--- src/rtl/hwpe_stream_addressgen_v3.sv ---
// rtl/hwpe_stream_addressgen_v3.sv - three-level strided address generator with per-row misalignment strobes
module hwpe_stream_addressgen_v3 #(
    parameter int unsigned AW       = 32,
    parameter int unsigned NB_BYTES = 4,
    parameter int unsigned CNT      = 16
) (
    input  logic                clk_i,
    input  logic                rst_ni,
    input  logic                clear_i,
    input  logic                start_i,
    input  logic [AW-1:0]       base_addr_i,
    input  logic [AW-1:0]       d0_stride_i,
    input  logic [CNT-1:0]      d0_len_i,
    input  logic [AW-1:0]       d1_stride_i,
    input  logic [CNT-1:0]      d1_len_i,
    input  logic [AW-1:0]       d2_stride_i,
    input  logic [CNT-1:0]      d2_len_i,
    output logic                addr_valid_o,
    input  logic                addr_ready_i,
    output logic [AW-1:0]       addr_o,
    output logic [NB_BYTES-1:0] strb_o,
    output logic                first_o,
    output logic                last_o,
    output logic                busy_o,
    output logic                done_o
);

    localparam int unsigned OB = $clog2(NB_BYTES);

    localparam logic [1:0] IDLE = 2'd0;
    localparam logic [1:0] RUN  = 2'd1;
    localparam logic [1:0] DONE = 2'd2;

    localparam logic [CNT:0]   K_ONE   = {{CNT{1'b0}}, 1'b1};
    localparam logic [CNT-1:0] CNT_ONE = {{(CNT-1){1'b0}}, 1'b1};

    logic [1:0]     state_q;
    logic [AW-1:0]  base_q, d0_stride_q, d1_stride_q, d2_stride_q;
    logic [CNT-1:0] d0_len_q, d1_len_q, d2_len_q;
    logic [CNT:0]   k_q;
    logic [CNT-1:0] d1_cnt_q, d2_cnt_q;
    logic [AW-1:0]  d0_acc_q, d1_acc_q, d2_acc_q;

    logic                running;
    logic                hs;
    logic [AW-1:0]       row_addr;
    logic [OB-1:0]       off;
    logic                misal;
    logic [CNT:0]        beats_m1;
    logic                row_first;
    logic                row_last;
    logic                d1_wrap;
    logic                d2_wrap;
    logic [NB_BYTES-1:0] ones;
    logic [NB_BYTES-1:0] head_strb;
    logic [NB_BYTES-1:0] strb;

    assign running  = (state_q == RUN);
    assign hs       = running & addr_ready_i;

    // Row start is rebuilt from the outer accumulators so the offset is re-evaluated every row.
    assign row_addr = base_q + d1_acc_q + d2_acc_q;
    assign off      = row_addr[OB-1:0];
    assign misal    = |off;

    // A misaligned row needs one extra beat, so the last index is d0_len rather than d0_len-1.
    assign beats_m1  = {1'b0, d0_len_q} - {{CNT{1'b0}}, ~misal};
    assign row_first = (k_q == '0);
    assign row_last  = (k_q == beats_m1);
    assign d1_wrap   = (d1_cnt_q == d1_len_q - CNT_ONE);
    assign d2_wrap   = (d2_cnt_q == d2_len_q - CNT_ONE);

    assign ones      = '1;
    assign head_strb = ones << off;

    always_comb begin
        strb = ones;
        if (misal) begin
            if (row_first) begin
                strb = head_strb;
            end else if (row_last) begin
                strb = ~head_strb;
            end
        end
    end

    assign addr_valid_o = running;
    assign addr_o       = running ? ({row_addr[AW-1:OB], {OB{1'b0}}} + d0_acc_q) : '0;
    assign strb_o       = running ? strb : '0;
    assign first_o      = running & row_first;
    assign last_o       = running & row_last;
    assign busy_o       = (state_q != IDLE);
    assign done_o       = (state_q == DONE);

    always_ff @(posedge clk_i or negedge rst_ni) begin
        if (!rst_ni) begin
            state_q     <= IDLE;
            base_q      <= '0;
            d0_stride_q <= '0;
            d1_stride_q <= '0;
            d2_stride_q <= '0;
            d0_len_q    <= '0;
            d1_len_q    <= '0;
            d2_len_q    <= '0;
            k_q         <= '0;
            d1_cnt_q    <= '0;
            d2_cnt_q    <= '0;
            d0_acc_q    <= '0;
            d1_acc_q    <= '0;
            d2_acc_q    <= '0;
        end else if (clear_i) begin
            state_q  <= IDLE;
            k_q      <= '0;
            d1_cnt_q <= '0;
            d2_cnt_q <= '0;
            d0_acc_q <= '0;
            d1_acc_q <= '0;
            d2_acc_q <= '0;
        end else begin
            case (state_q)
                IDLE: begin
                    if (start_i) begin
                        base_q      <= base_addr_i;
                        d0_stride_q <= d0_stride_i;
                        d1_stride_q <= d1_stride_i;
                        d2_stride_q <= d2_stride_i;
                        d0_len_q    <= d0_len_i;
                        d1_len_q    <= d1_len_i;
                        d2_len_q    <= d2_len_i;
                        k_q         <= '0;
                        d1_cnt_q    <= '0;
                        d2_cnt_q    <= '0;
                        d0_acc_q    <= '0;
                        d1_acc_q    <= '0;
                        d2_acc_q    <= '0;
                        if ((d0_len_i == '0) || (d1_len_i == '0) || (d2_len_i == '0)) begin
                            state_q <= DONE;
                        end else begin
                            state_q <= RUN;
                        end
                    end
                end
                RUN: begin
                    if (hs) begin
                        if (!row_last) begin
                            k_q      <= k_q + K_ONE;
                            d0_acc_q <= d0_acc_q + d0_stride_q;
                        end else begin
                            k_q      <= '0;
                            d0_acc_q <= '0;
                            if (!d1_wrap) begin
                                d1_cnt_q <= d1_cnt_q + CNT_ONE;
                                d1_acc_q <= d1_acc_q + d1_stride_q;
                            end else begin
                                d1_cnt_q <= '0;
                                d1_acc_q <= '0;
                                if (!d2_wrap) begin
                                    d2_cnt_q <= d2_cnt_q + CNT_ONE;
                                    d2_acc_q <= d2_acc_q + d2_stride_q;
                                end else begin
                                    d2_cnt_q <= '0;
                                    d2_acc_q <= '0;
                                    state_q  <= DONE;
                                end
                            end
                        end
                    end
                end
                DONE: begin
                    state_q <= IDLE;
                end
                default: begin
                    state_q <= IDLE;
                end
            endcase
        end
    end

endmodule

--- config.mk ---
export PLATFORM = sky130hd
export DESIGN_NAME = hwpe_stream_addressgen_v3
export DESIGN_NICKNAME = d
export VERILOG_FILES = /design/src/rtl/hwpe_stream_addressgen_v3.sv
export SDC_FILE = /design/constraint.sdc
export NUM_CORES = 1
export LEC_CHECK = 0
export ABC_AREA = 1
export CORE_ASPECT_RATIO = 0.7
export CORE_UTILIZATION = 60
export CTS_BUF_LIST = sky130_fd_sc_hd__clkbuf_4 sky130_fd_sc_hd__clkbuf_8 sky130_fd_sc_hd__clkbuf_16
export DETAILED_ROUTE_END_ITERATION = 10
export GPL_ROUTABILITY_DRIVEN = 0
export PLACE_DENSITY = 0.82
export SLEW_MARGIN = 20
export SYNTH_ARGS = -nofsm -noshare
export SYNTH_HDL_FRONTEND = slang
export SYNTH_SLANG_ARGS = --single-unit
--- constraint.sdc ---
create_clock -name clk_i -period 6.2 [get_ports clk_i]
set_input_delay 1.24 -clock clk_i [delete_from_list [all_inputs] [get_ports clk_i]]
set_output_delay 1.24 -clock clk_i [all_outputs]
set_load 0.005 [all_outputs]
* After elaboration in Yosys (flattened, before gate mapping) *
Cells that the tools add are included.

cells by class
  $mul = 0
  shift-type cells = 1
  $add $sub $neg = 12
  magnitude comparators = 0
  muxes and demuxes = 46
  equal/unequal tests = 10
  divide/modulo/power cells = 0
  reduce and logical (&&, ||, !) cells = 15
  bitwise gates (word level) = 6

operators by type and width
  cell                                                                  count
  32-bit 2-to-1 mux                                                     14
  32-bit adder                                                          6
  32-bit one-hot mux with 2 select lines                                3
  16-bit 2-to-1 mux                                                     10
  17-bit 2-to-1 mux                                                     4
  16-bit one-hot mux with 2 select lines                                2
  16-bit logical NOT                                                    3
  17-bit one-hot mux with 2 select lines                                1
  16-bit by 1-bit adder with 16-bit output, second input constant       2
  16-bit equality test                                                  2
  16-bit by 1-bit subtractor with 16-bit output, second input constant  2
  17-bit by 1-bit adder with 17-bit output, second input constant       1
  17-bit equality test                                                  1
  17-bit logical NOT                                                    1
  16-bit by 1-bit subtractor with 17-bit output                         1
  4-bit 2-to-1 mux                                                      4
  2-bit 2-to-1 mux                                                      7
  3-bit by 2-bit != test with 1-bit output, second input constant       4
  5-bit AND reduction                                                   2
  3-bit AND reduction                                                   2
  4-bit inverter                                                        1
  2-bit one-hot mux with 2 select lines                                 1
  4-bit AND reduction                                                   1
  4-bit by 2-bit << shifter with 4-bit output, first input constant     1
  10 further kinds                                                      14

storage, ports and cells
  memory bits (read-only) = 0
  memory bits (writable) = 0
  output and inout port bits = 41
  memories kept = 0
  word-level logic and storage cells = 104
  latch bits = 0
  bits in registers = 323

* Longest topological paths before layout *
Gate-level depths: netlist of the first run.

  depth in word-level cells = 10
  mapped depth = 28
  mapped depth without buffers = 28

* Least setup slack after synthesis of the first run *
No wires, ideal clock.

  path type = register to output
  start point = register d1_acc_q[1]
  end point = output addr_o[28]
  path buffers = 0
  stages on the path, launching flop included = 20
  setup slack = 1.068 ns
  data arrival time = 3.892 ns
  cell sequence = dfrtp_1 > fa_1 > ha_1 > fa_1 > nand3_1 > nand2_1 > a21oi_1 > o21ai_0 > a21oi_1 > o21ai_0 > a21oi_1 > xnor2_1 > ha_1 > a21oi_1 > o21ai_0 > a221oi_1 > o21ai_0 > a21oi_1 > nor2_1 > nor2_1

on the way
  cells in the longest elaborated chain, start to end = 4

ends and longest elaborated chain
  element                    RTL line  text
  start: declaration         42        logic [AW-1:0] d0_acc_q, d1_acc_q, d2_acc_q;
  start signal: assignment   153       d1_acc_q <= d1_acc_q + d1_stride_q;
  32-bit adder (2 in a row)  62        assign row_addr = base_q + d1_acc_q + d2_acc_q;
  32-bit adder               88        assign addr_o = running ? ({row_addr[AW-1:OB], {OB{1'b0}}} + d0_acc_q) : '0;
  32-bit 2-to-1 mux          88
  end: declaration           20        output logic [AW-1:0] addr_o,

Every way passes these cells.

* Final worst setup path of the first run *
  start point = register d2_acc_q[2]
  end point = output addr_o[21]

on the way
  cells in the longest elaborated chain, start to end = 3

ends and longest elaborated chain
  element                   RTL line  text
  start: declaration        42
  start signal: assignment  159       d2_acc_q <= d2_acc_q + d2_stride_q;
  32-bit adder              62
  32-bit adder              88
  32-bit 2-to-1 mux         88

Every way passes these cells.

==> results.yml, run 1 <==
outcome:
  status: "finished clean"
critical_path:
  critical_path.most_common_cell: "nand2_1"
  cp_slowest_cell: "clkdlybuf4s50_1"
  max_stage_delay_ns: 0.52
  start_kind: "flop"
  cp.buffers_inverters: 3
  crit_type: "reg2out"
  critPathTopFamily: "simple AND/OR/NAND/NOR gates"
  required_ns: 4.96
  worstPathMaxFanout: 7
  arrival_ns: 4.95
  endpoint_kind: "output port"
  path_cells: "fa_1, buf_4, fa_2, nand3_2, nand2_2, a21oi_4, o21ai_2, buf_4, nand3_1, nand2_1, xor2_1, ha_4, nand2_1, nor2_1, nand2_1, nand2_1, nand2_1, nand2_1, nor2_1, nor2_1, nor2_1, nor2_2, clkdlybuf4s50_1"
drt:
  drt-total-wl_um: 80200
  first_iter_violations: 3239
  wl_met3_um: 10410
  drc: 0
  wl_met1_um: 35050
  ant_nets: 0
  wire_per_inst_um: 18.57
  first_pass_iters: 7
  wl_met2_um: 32350
  top_layer: "met4"
  viasPerCell: 5.961
  via_count: 25747
finish:
  final_cells: 4319
  drive_above_1_share_pct: 10.41
  fin_nets: 4123
  fin_area_um2: 30420
  syn_to_final_growth_pct: 17.83
  antenna_cells: 0
synthesis:
  synth_area_um2: 25810
  yosys-top-cells-area: "dfrtp_1 (31%), nand2_1 (13%), ha_1 (7.9%)"
  yosys.area.top_type_share_pct: 31.31
  synth_fp_nets: 3901
  ys_top_cells_by_count: "nand2_1 (874), nor2_1 (400), inv_1 (339)"
  synth_largest_area_cell: "dfrtp_1"
  ys_ff_latch: 323
  ys.flop_type: "dfrtp_1"
  syn_avg_cell_area_um2: 7.329
  synth_enable_flop_cells: 0
  synth.most_common_cell: "nand2_1"
  syn_inst: 3522
  ys_seq_area_share_pct: 31.31
  async_flop_share_pct: 100.0
  yosysUniqueCellTypes: 53
  ys_warn_count: 0
grt:
  grt_overflow: 0
  grt_pass1_wl_um: 123800
  grt_pass1_vias: 22807
  grt_max_degree: 125
  antenna_found_initial: 0
  grt.total_usage_pct: 35.50
floorplan:
  io_pins: 222
  core_area_um2: 42410
  die_area_um2: 43870
  fp.dieW_um: 249.9
  start_util_pct: 60.87
  die_y_um: 175.5
  rows: 63
timing:
  fin_crit_sh_pct: 99.84
  finClkSkew_ns: 0.02743
  fin_crit_ns: 6.190
  finalSetupViolations: 0
  rsz0062_at_grt: "true"
  timing.fmax_mhz: 161.5
  hold_viol_final: 0
  setup_tns_ns: 0
  worst_slew_pin_slew_ns: 1.019
  max_slew_margin_pct: 32.09
  drv_slew: 0
clock_tree:
  cts_max_path_buffers: 3
  cts_sinks: 323
  cts_root_buffer: "clkbuf_16"
  cts_buffers: 36
  clk_pin_slew_worst_paths_ns: 0.06
  insertion_delay_ns: 0.55
  cts_tree: "done"
  cts_max_level: 2
flow_run:
  maxCapViolCount: 0
placed_design:
  dp.cells: 4230
  dpl-instance-area_um2: 28530
  dp_hpwl_um: 59710
  port_buffers: 221
worst_hold_path:
  min_path_type: "reg2reg"
[routing by layer]
metal  up-vias  GRT usage (%)
met4         0          9.414
met3       224          9.692
li1      12138              -
met5         -              0
met2      1500          49.42
met1     11885          53.64
[metrics by stage]
stage	hold slack (ns)	util, %	setup WS (ns)
after global placement	0.4969	67.27	0.1524
after global routing	0.5340	71.72	-0.1112
final	0.5109	71.72	0.009670
after CTS	0.5180	70.58	-0.008310
after floorplan	0.4746	-	1.068
after detailed placement	0.5022	67.27	0.08612
[cell families after synthesis]
logic type               after synthesis  share of synthesized area, %
AO/OA/AOI/OAI                        486                         10.14
multiplexers                         139                         6.064
AND/OR/NAND/NOR                     1770                         29.10
flip-flops                           323                         31.31
XOR/XNOR                             173                         6.030
adder cells (fa/ha/maj)              198                         10.64
buffers and inverters                433                         6.718
[worst paths after layout]
path	startpoint	slack, ns	cells after the start	to
max	d2_acc_q[2]	0.01	23	addr_o[21]
min	d2_stride_q[26]	0.51	1	d2_stride_q[26]
max reg2reg	d1_acc_q[1]	1.64	20	d1_acc_q[1]
min reg2reg	d2_stride_q[26]	0.51	1	d2_stride_q[26]
max in group asynchronous	rst_ni	4.35	2	d1_acc_q[27]
min in group asynchronous	rst_ni	0.68	1	d0_len_q[15]
[registers in the layout, indices dropped and copies added (netlist names), 17 cells and up]
name,count
d2_acc_q,32
k_q,17
d1_stride_q,32
d2_stride_q,32
base_q,32
d1_acc_q,32
d0_stride_q,32
d0_acc_q,32
[worst reg2reg max path: cells and delay by family, from the launching register on]
kind / cells / cell delay (ns)
and+or+nand+nor: 12 / 1.85
buffers and inverters: 3 / 0.68
adders and majority gates: 4 / 1.33
DFF: 1 / 0.43
AOI/OAI and AO/OA: 1 / 0.11
[placed cells by master (no fill, tap or decap), types with 85 or more instances in the layout]
master / count
nand3_1: 278
dfrtp_1: 320
o21ai_0: 148
nand2_1: 858
inv_1: 337
ha_1: 149
nor2_1: 386
clkdlybuf4s50_1: 208
a21oi_1: 193
nand4_1: 85
mux2_2: 139
xor2_1: 111
[repair_timing]
action	in CTS	in global routing
pin swaps	21	38
endpoints found under the setup margin	19	22
resized for setup	73	80
setup buffers	8	20
hold buffers	0	0
[cell type report]
cell class,count,area (um2)
well taps,552,690.7
repair buffers,275,2656
fillers,3390,11990
multi-input cells,2766,16550
inverters,342,1284
clock inverters,14,135.1
clock buffers,47,1013
flip-flops and latches,323,8087
Power of run 1 is left out: the tool's default activity adds up to more than one toggle a clock period on the data nets, which glitch-free logic cannot reach.
==> inputs of run 2 (changes only) <==
CTS_CLUSTER_SIZE = 20   (was default)
==> results of run 2 <==
Same layout as run 1: the final DEF is identical, and so are final timing and power.
Power of run 2 is left out for the same reason.
